[config.mk]
export PLATFORM = sky130hd
export DESIGN_NAME = fetch_stage
export DESIGN_NICKNAME = d
export VERILOG_FILES = /design/src/rtl/fetch_stage.sv
export SDC_FILE = /design/constraint.sdc
export NUM_CORES = 1
export LEC_CHECK = 0
export ABC_AREA = 1
export CAP_MARGIN = 20
export CORE_ASPECT_RATIO = 0.7
export CORE_UTILIZATION = 48
export CTS_BUF_LIST = sky130_fd_sc_hd__clkbuf_8
export CTS_CLUSTER_SIZE = 10
export DETAILED_ROUTE_END_ITERATION = 8
export PLACE_DENSITY = 0.89
export SETUP_SLACK_MARGIN = 0.4
export SYNTH_ARGS = -nofsm -noshare
export SYNTH_HDL_FRONTEND = slang
export SYNTH_SLANG_ARGS = --single-unit
[constraint.sdc]
create_clock -name i_clk -period 2.6 [get_ports i_clk]
set_input_delay 0.39 -clock i_clk [delete_from_list [all_inputs] [get_ports i_clk]]
set_output_delay 0.39 -clock i_clk [all_outputs]
set_load 0.005 [all_outputs]
[src/rtl/fetch_stage.sv]
// Instruction fetch stage: PC, req/ack instruction memory read, instruction register with stall/redirect.
// Optional terminal halt on HALT_WORD is enabled by defining FETCH_HALT_EN.
module fetch_stage #(
  parameter logic [15:0] RESET_PC  = 16'h0000,
  parameter logic [15:0] HALT_WORD = 16'hFFFF
) (
  input  logic        i_clk,
  input  logic        i_rst,
  output logic [15:0] o_memAddr,
  output logic        o_memReq,
  input  logic        i_memAck,
  input  logic [15:0] i_memData,
  input  logic        i_stall,
  input  logic        i_jmpEn,
  input  logic [15:0] i_jmpAddr,
  output logic        o_instrValid,
  output logic [15:0] o_instr,
  output logic [3:0]  o_instrOpcode,
  output logic [7:0]  o_instrImm,
  output logic [15:0] o_pc,
  output logic        o_halted
);

  typedef enum logic [1:0] {
    FETCH = 2'd0,
    VALID = 2'd1,
    HALT  = 2'd2
  } state_t;

  state_t      state_q, state_d;
  logic [15:0] pc_q, pc_d;
  logic [15:0] instr_q, instr_d;
  logic [15:0] instr_pc_q, instr_pc_d;
  logic        halted_q, halted_d;

  always_ff @(posedge i_clk) begin
    if (i_rst) begin
      state_q    <= FETCH;
      pc_q       <= RESET_PC;
      instr_q    <= 16'h0000;
      instr_pc_q <= 16'h0000;
      halted_q   <= 1'b0;
    end else begin
      state_q    <= state_d;
      pc_q       <= pc_d;
      instr_q    <= instr_d;
      instr_pc_q <= instr_pc_d;
      halted_q   <= halted_d;
    end
  end

  always_comb begin
    state_d    = state_q;
    pc_d       = pc_q;
    instr_d    = instr_q;
    instr_pc_d = instr_pc_q;
    halted_d   = halted_q;
    case (state_q)
      FETCH: begin
        // A redirect wins over a same-cycle ack; the acked word is dropped.
        if (i_jmpEn) begin
          pc_d = i_jmpAddr;
        end else if (i_memAck) begin
          instr_d    = i_memData;
          instr_pc_d = pc_q;
          pc_d       = pc_q + 16'd1;
          state_d    = VALID;
`ifdef FETCH_HALT_EN
          halted_d   = (i_memData == HALT_WORD);
`else
          halted_d   = 1'b0;
`endif
        end
      end
      VALID: begin
        // Once a halt word is latched, redirects no longer apply.
        if (i_jmpEn && !halted_q) begin
          pc_d    = i_jmpAddr;
          state_d = FETCH;
        end else if (!i_stall) begin
          state_d = halted_q ? HALT : FETCH;
        end
      end
      HALT: begin
        state_d = HALT;
      end
      default: begin
        state_d = FETCH;
      end
    endcase
  end

  assign o_memReq      = (state_q == FETCH);
  assign o_memAddr     = pc_q;
  assign o_instrValid  = (state_q == VALID);
  assign o_instr       = instr_q;
  assign o_instrOpcode = instr_q[15:12];
  assign o_instrImm    = instr_q[7:0];
  assign o_pc          = instr_pc_q;
  assign o_halted      = halted_q;

endmodule

Yosys cells after proc, flatten, opt, wreduce, memory -nomap -nowiden
Cells that the tools add are included.
{"block": "totals", "reg_bits": 50, "input_bits": 37, "output_inout_bits": 63, "elab_cells": 27}
{"block": "classes", "addsub": 1, "eq_ne": 7, "mux": 9, "bitwise": 1, "reduce_logical": 5}
{"cell": "$mux W16", "n": 3}
{"cell": "$pmux W16 S2", "n": 1}
{"cell": "$add A16 B1 Y16 const B", "n": 1}
{"cell": "$reduce_and A3 Y1", "n": 3}
{"cell": "$mux W2", "n": 4}
{"cell": "$pmux W2 S3", "n": 1}
{"cell": "$ne A2 B1 Y1 const B", "n": 2}
{"cell": "$ne A3 B1 Y1 const B", "n": 1}
{"cell": "$ne A3 B2 Y1 const B", "n": 1}
{"cell": "$eq A2 B1 Y1 const B", "n": 1}
{"cell": "$eq A2 B2 Y1 const B", "n": 1}
{"cell": "$logic_not A2 Y1", "n": 1}
{"cell": "$ne A2 B2 Y1 const B", "n": 1}
{"cell": "$reduce_bool A2 Y1", "n": 1}
{"cell": "$not A1 Y1", "n": 1}

Longest topological paths before layout
Gate-level depths: netlist of the first run.
{"block": "logic_depth", "word_depth": 4, "ltp_mapped": 9, "mapped_depth_nobuf": 9}

Least setup slack after synthesis of the first run
No wires, ideal clock.
{"block": "synth_timing", "path_kind": "flip-flop to flip-flop", "start": "register pc_q[0], in the netlist o_memAddr[0]", "end": "register pc_q[10], in the netlist o_memAddr[10]", "arrival_ns": 1.230, "required_time_ns": 2.468, "setup_slack_ns": 1.238, "stages_incl_launch_ff": 9, "path_buffers": 0, "cell_sequence": "dfxtp_1 -> ha_1 -> nand3_2 -> inv_2 -> nand2_1 -> o21ai_0 -> nand3_1 -> nand2_1 -> a21oi_1"}
{"block": "synth_between", "elab_chain_len": 4}
{"element": "start: declaration", "line": "31", "text": "logic [15:0] pc_q, pc_d;"}
{"element": "start signal: assignment", "line": "45", "text": "pc_q <= pc_d;"}
{"element": "$add A16 B1 Y16", "line": "66", "text": "pc_d = pc_q + 16'd1;"}
{"element": "$mux W16", "line": "63", "text": "end else if (i_memAck) begin"}
{"element": "$mux W16", "line": "61", "text": "if (i_jmpEn) begin"}
{"element": "$pmux W16 S2", "line": "58", "text": "case (state_q)"}
Every way passes these cells. The select of a mux whose other input is x is not followed.
A chain may end at the register's enable or synchronous reset.

Final worst setup path of the first run
{"block": "layout_timing", "start": "register state_q[0]", "end": "output port o_instrValid"}
{"block": "layout_between", "elab_chain_len": 1}
{"element": "start: declaration", "line": "30", "text": "state_t state_q, state_d;"}
{"element": "start signal: assignment", "line": "44", "text": "state_q <= state_d;"}
{"element": "$eq A2 B1 Y1", "line": "95", "text": "assign o_instrValid = (state_q == VALID);"}
{"element": "end: declaration", "line": "16", "text": "output logic o_instrValid,"}
Every way passes these cells.

==> results of run 1 <==
registers in the layout, indices dropped and copies added, names as in the netlist:
| name | count |
|---|---|
| o_memAddr | 16 |
| o_instr | 16 |
| state_q | 2 |
| o_pc | 16 |
where the power goes:
group / leakage, nW / switching (mW) / internal [mW]
Clock: 0.0607 / 0.253 / 0.281
Sequential: 0.409 / 0.0555 / 0.807
Combinational: 0.834 / 0.148 / 0.188
Total: 1.30 / 0.457 / 1.28
metal layers:
metal / vias up / share of wire, %
met2: 117 / 45
li1: 1285 / -
met1: 1174 / 45
met4: 0 / 0.24
met5: - / 0
met3: 3 / 9.4
placed cells by master, fill, tap and decap left out, drive strengths merged:
cell           netlist  final
nand4                4      4
ha                   1      1
xor2                 2      2
bufinv               0      1
nand3               48     48
conb                 1      1
o21ai               22     22
nand2               85     85
o21bai               3      3
clkbuf               8      5
clkdlybuf4s50        0     97
a21oi               50     50
mux2i                1      1
dfxtp               50     50
buf                 24      7
xnor2                3      3
inv                 28     30
nor2                20     20
through the flow:
stage	hold WS (ns)	util (%)	cells	cell area, sq um
floorplan	0.456	-	350	2450
global placement	0.448	69.4	491	3360
detailed placement	0.454	69.4	491	3360
CTS	0.466	71.6	499	3460
global route	0.482	71.6	499	3460
finish	0.465	71.6	499	3460
logic make-up (layout without fill, tap and decap cells):
logic type / after synthesis / in the layout / synth area share (%)
AND/OR/NAND/NOR: 157 / 157 / 28.0
AO/OA/AOI/OAI: 75 / 75 / 15.8
buffers and inverters: 60 / 140 / 12.5
flip-flops: 50 / 50 / 40.8
XOR/XNOR: 5 / 5 / 1.79
adder cells (fa/ha/maj): 1 / 1 / 0.510
other: 1 / 1 / 0.153
multiplexers: 1 / 1 / 0.408
worst max-delay path: stages (launching register included):
cell             delay [ns]
dfxtp_1                0.35
inv_1                  0.07
nor2_2                 0.20
clkdlybuf4s50_1        0.55
worst min path at each step:
stage                 from     endpoint  slack [ns]  cells past startpoint
6_report          o_pc[13]     o_pc[13]        0.46                      2
5_1_grt           o_pc[14]     o_pc[14]        0.48                      2
4_1_cts            o_pc[2]      o_pc[2]        0.47                      2
3_5_place_dp       o_pc[2]      o_pc[2]        0.45                      2
3_3_place_gp       o_pc[3]      o_pc[3]        0.45                      2
2_1_floorplan  o_instr[10]  o_instr[10]        0.46                      2
layout make-up:
type | count | area, sq um
Tap cell | 69 | 86.3
Fill cell | 422 | 1370
Timing Repair Buffer | 104 | 1020
Clock inverter | 3 | 37.5
Multi-Input combinational cell | 240 | 1140
Sequential cell | 50 | 1000
Clock buffer | 5 | 68.8
Inverter | 28 | 105
==> out/metrics.yaml, run 1 <==
route:
  num_vias: 2579
  via_per_inst: 5.17
  post_drt_wl_per_cell_um: 13.3
  dr.pass1.iters: 6
  wl_mm: 6.64
  drtIter0Drc: 180
  ant_nets: 0
  drcViolationCount: 0
clock_network:
  clkSlewWorstSetupHoldPaths_ns: 0.08
  cts_buffer_depth: 2
  post_cts_buffers: 0
  cts_inserted_buffers: 5
  ctsRootBufferMaster: "clkbuf_8"
  htree_levels: 2
  cts_hold_buf: 0
  clock_sinks: 50
  worstSkewPairLatency_ns: 0.30
  cts_tree: "yes"
  postCtsResizedCells: 0
sta:
  period_share_pct: 71.3
  worst_pin_slew_ns: 0.602
  hold_violations: 0
  finalCriticalPeriod_ns: 1.85
  rsz0062_at_grt: "false"
  maxSlewHeadroom_pct: 59.9
  tns_ns: 0
  setup_viol: 0
  skew_ns: 0.00679
  slew_viol_final: 0
  fmax_mhz: 540
  setup_ws_ns: 0.747
worst_setup_path:
  worstPathMaxFanout: 3
  worstSetupPathType: "flop to primary output"
  crit_path_start_kind: "flop"
  cp.required_ns: 2.21
  reg2regPathDepth: 8
  critPathCapture: "o_instrValid"
  reg2reg_from: "o_memAddr[0]"
  r2r_slack_ns: 1.02
  cp-end-kind: "primary output"
  cp_data_arrival_time_ns: 1.46
  worstReg2RegEnd: "o_memAddr[12]"
  cp-startpoint: "state_q[0]"
global_routing:
  grt_busiest_layer: "met2"
  grt_max_degree: 34
  grtUsageMet1_pct: 33.8
  use_met2_pct: 39.2
  overflow: 0
  grt_use_total_pct: 24.7
  grt_pass1_wl_mm: 10.3
  antenna_found_initial: 0
  grt_pass1_vias: 2227
  grtUsageMet3_pct: 7.00
synthesis:
  ys_seq_elements: 50
  synth_common_cells: "nand2_1 (85), a21oi_1 (50), dfxtp_1 (50), nand3_1 (46), inv_1 (24)"
  synthArstFlopShare_pct: 0
  synth_nets: 388
  synth_top_flop_cell: "dfxtp_1"
  synth_area_leaders: "dfxtp_1 (41%), nand2_1 (13%), a21oi_1 (10%)"
  yosysWarnings: 0
  synth_top_area_share_pct: 40.8
  synth_cells: 350
  synth_seq_area_share_pct: 40.8
  avgSynthCellArea_sq_um: 7.00
  synth_edf_count: 0
  netlist_area_sq_mm: 0.00245
  synth.distinct_cells: 24
  synth.most_common_cell: "nand2_1"
  yosysTopAreaCell: "dfxtp_1"
floorplanning:
  num_io_pins: 100
  die_h_um: 61.8
  die_w_um: 87.4
  rows: 21
  dieArea_sq_mm: 0.00540
  initial_core_util_pct: 50.7
  coreArea_sq_mm: 0.00483
power_and_ir_drop:
  peakVddDrop_v: 0.000278
  finalPower_mw: 1.73
  power.density_mw_per_mm2: 500
  p_leak_nw: 1.30
place:
  post-place-ws_ns: 0.580
  place.gp.congestion: 0.909
  port_buffers: 98
  post-dp-hpwl_mm: 4.78
run:
  cap_violations: 0
layout:
  syn_to_final_growth_pct: 41.3
  num_antenna_cells: 0
  finalNetCount: 467
  drive_gt1_share_pct: 5.81
min_path:
  hold_path_class: "flop to flop"
status:
  status: "finished clean"
Note: power is estimated with default switching activity, not from simulation.
==> inputs of run 2 (changes only) <==
CORE_UTILIZATION = 44   (was 48)
PLACE_DENSITY = 0.83   (was 0.89)
clock period = 1.85 ns   (was 2.6 ns; I/O delays follow)
==> run 2 against run 1 <==
Count of clock-buffer cells in the layout up 1. Utilization up 2.4 points. Via count up 5.2%. Register-to-register slack worse by 0.57 ns. Design area up 14%. Sequential power up 37%. Clock skew up 0.0017 ns. Global-route usage up 0.75 points. Largest cell class is now non-clock buffers. Highest routed layer unchanged.
==> out/metrics.yaml, run 2 (same netlist as run 1, synthesis figures left out) <==
layout:
  num_antenna_cells: 0
  syn_to_final_growth_pct: 60.5
  fin_area_sq_mm: 0.00394
  drive_gt1_share_pct: 24.0
  layout_common_cells: "nand2_1 (81), a21oi_1 (50), nand3_1 (46), clkdlybuf4s50_1 (46), dlymetal6s2s_1 (40)"
  finalNetCount: 495
  fill_cells: 433
  final_common_cell: "nand2_1"
worst_setup_path:
  cp-startpoint: "o_instr[13]"
  cp.buffers_inverters: 1
  critPathSlowestCell: "clkdlybuf4s50_1"
  reg2reg_from: "state_q[1]"
  worstReg2RegEnd: "o_memAddr[7]"
  path_cells: "clkdlybuf4s50_1"
  worstSetupPathType: "flop to primary output"
  reg2regPathDepth: 6
  critPathTopFamily: "buffers and inverters"
  crit_path_start_kind: "flop"
  r2r_slack_ns: 0.45
  cp.required_ns: 1.57
  cp-end-kind: "primary output"
  cp_data_arrival_time_ns: 1.17
  crit_path_max_incr_delay_ns: 0.51
  worstPathMaxFanout: 3
min_path:
  hold_end: "state_q[1]"
  hold_start: "i_rst"
  hold_path_depth: 2
  hold_path_class: "input pin to flop"
floorplanning:
  rows: 22
  initial_core_util_pct: 46.1
  die_h_um: 64.4
  die_w_um: 91.2
  num_io_pins: 100
  dieArea_sq_mm: 0.00588
  coreArea_sq_mm: 0.00531
power_and_ir_drop:
  power.density_mw_per_mm2: 619
  peakVddDrop_v: 0.000318
  p_leak_nw: 2.18
global_routing:
  grt_use_total_pct: 25.4
  overflow: 0
  antenna_found_initial: 0
  grt_max_degree: 34
  grt_pass1_wl_mm: 11.7
  grt_pass1_vias: 2394
route:
  via_per_inst: 5.12
  ant_nets: 0
  wl_mm: 7.68
  post_drt_wl_per_cell_um: 14.5
  drtIter0Drc: 103
  drcViolationCount: 0
  num_vias: 2714
  dr.pass1.iters: 5
clock_network:
  worstSkewPairLatency_ns: 0.31
  htree_levels: 2
  cts_tree: "yes"
  cts_buffer_depth: 2
  clkSlewWorstSetupHoldPaths_ns: 0.09
  cts_hold_buf: 0
  ctsRootBufferMaster: "clkbuf_8"
  cts_inserted_buffers: 5
  clock_sinks: 50
sta:
  slew_viol_final: 0
  hold_slack_ns: 0.393
  tns_ns: 0
  hold_violations: 0
  skew_ns: 0.00850
  period_share_pct: 78.5
  rsz0062_at_grt: "true"
  setup_viol: 0
  fmax_mhz: 689
  finalCriticalPeriod_ns: 1.45
  setup_ws_ns: 0.398
place:
  place.gp.congestion: 0.852
  port_buffers: 98
  post-place-ws_ns: 0.168
  place_area_sq_mm: 0.00342
  post-dp-hpwl_mm: 4.93
run:
  cap_violations: 0
status:
  status: "finished clean"
[run 2: how the worst max path moves through the flow]
stage	end	slack, ns	cells after the start
after CTS	o_memAddr[12]	0.40	8
after global placement	o_memAddr[7]	0.18	6
after global routing	o_memAddr[7]	0.28	8
after detailed placement	o_memAddr[7]	0.17	8
final	o_instr[13]	0.40	1
after floorplan	o_memAddr[10]	0.49	8
[run 2: stage by stage]
step	std cells	utilization, %	total power [mW]
after floorplan	350	-	1.45
after global placement	498	64.3	1.71
after detailed placement	498	64.3	1.73
after CTS	519	69.1	2.42
after global routing	530	74.1	2.55
final	530	74.1	2.44
[run 2: metal layers]
| layer | track usage (%) | wire [um] | share of wire [%] | vias to the layer above |
|---|---|---|---|---|
| met5 | 0 | 0 | 0 | - |
| met4 | 6.94 | 61 | 0.79 | 0 |
| met3 | 5.87 | 684 | 8.9 | 11 |
| met2 | 39.8 | 3450 | 45 | 130 |
| met1 | 35.2 | 3490 | 45 | 1231 |
| li1 | - | - | - | 1342 |
[run 2: layout make-up]
type	count	area, sq um	area share (%)
Timing Repair Buffer	132	1350	34.3
Multi-Input combinational cell	240	1200	30.5
Sequential cell	50	1090	27.7
Inverter	28	108	2.73
Tap cell	72	90.1	2.29
Clock buffer	6	82.6	2.10
Clock inverter	2	12.5	0.318
[run 2: repair_timing]
item                                    4_1_cts  5_1_grt
cloned                                        0        0
pin swaps                                     0        6
resized for setup                            57       75
setup buffers                                13       11
endpoints found under the setup margin       49       73
[run 2: report_power, final]
part | switching (mW) | internal [mW] | total (mW)
combinational | 0.274 | 0.304 | 0.578
sequential | 0.0433 | 1.14 | 1.18
clock | 0.376 | 0.301 | 0.677
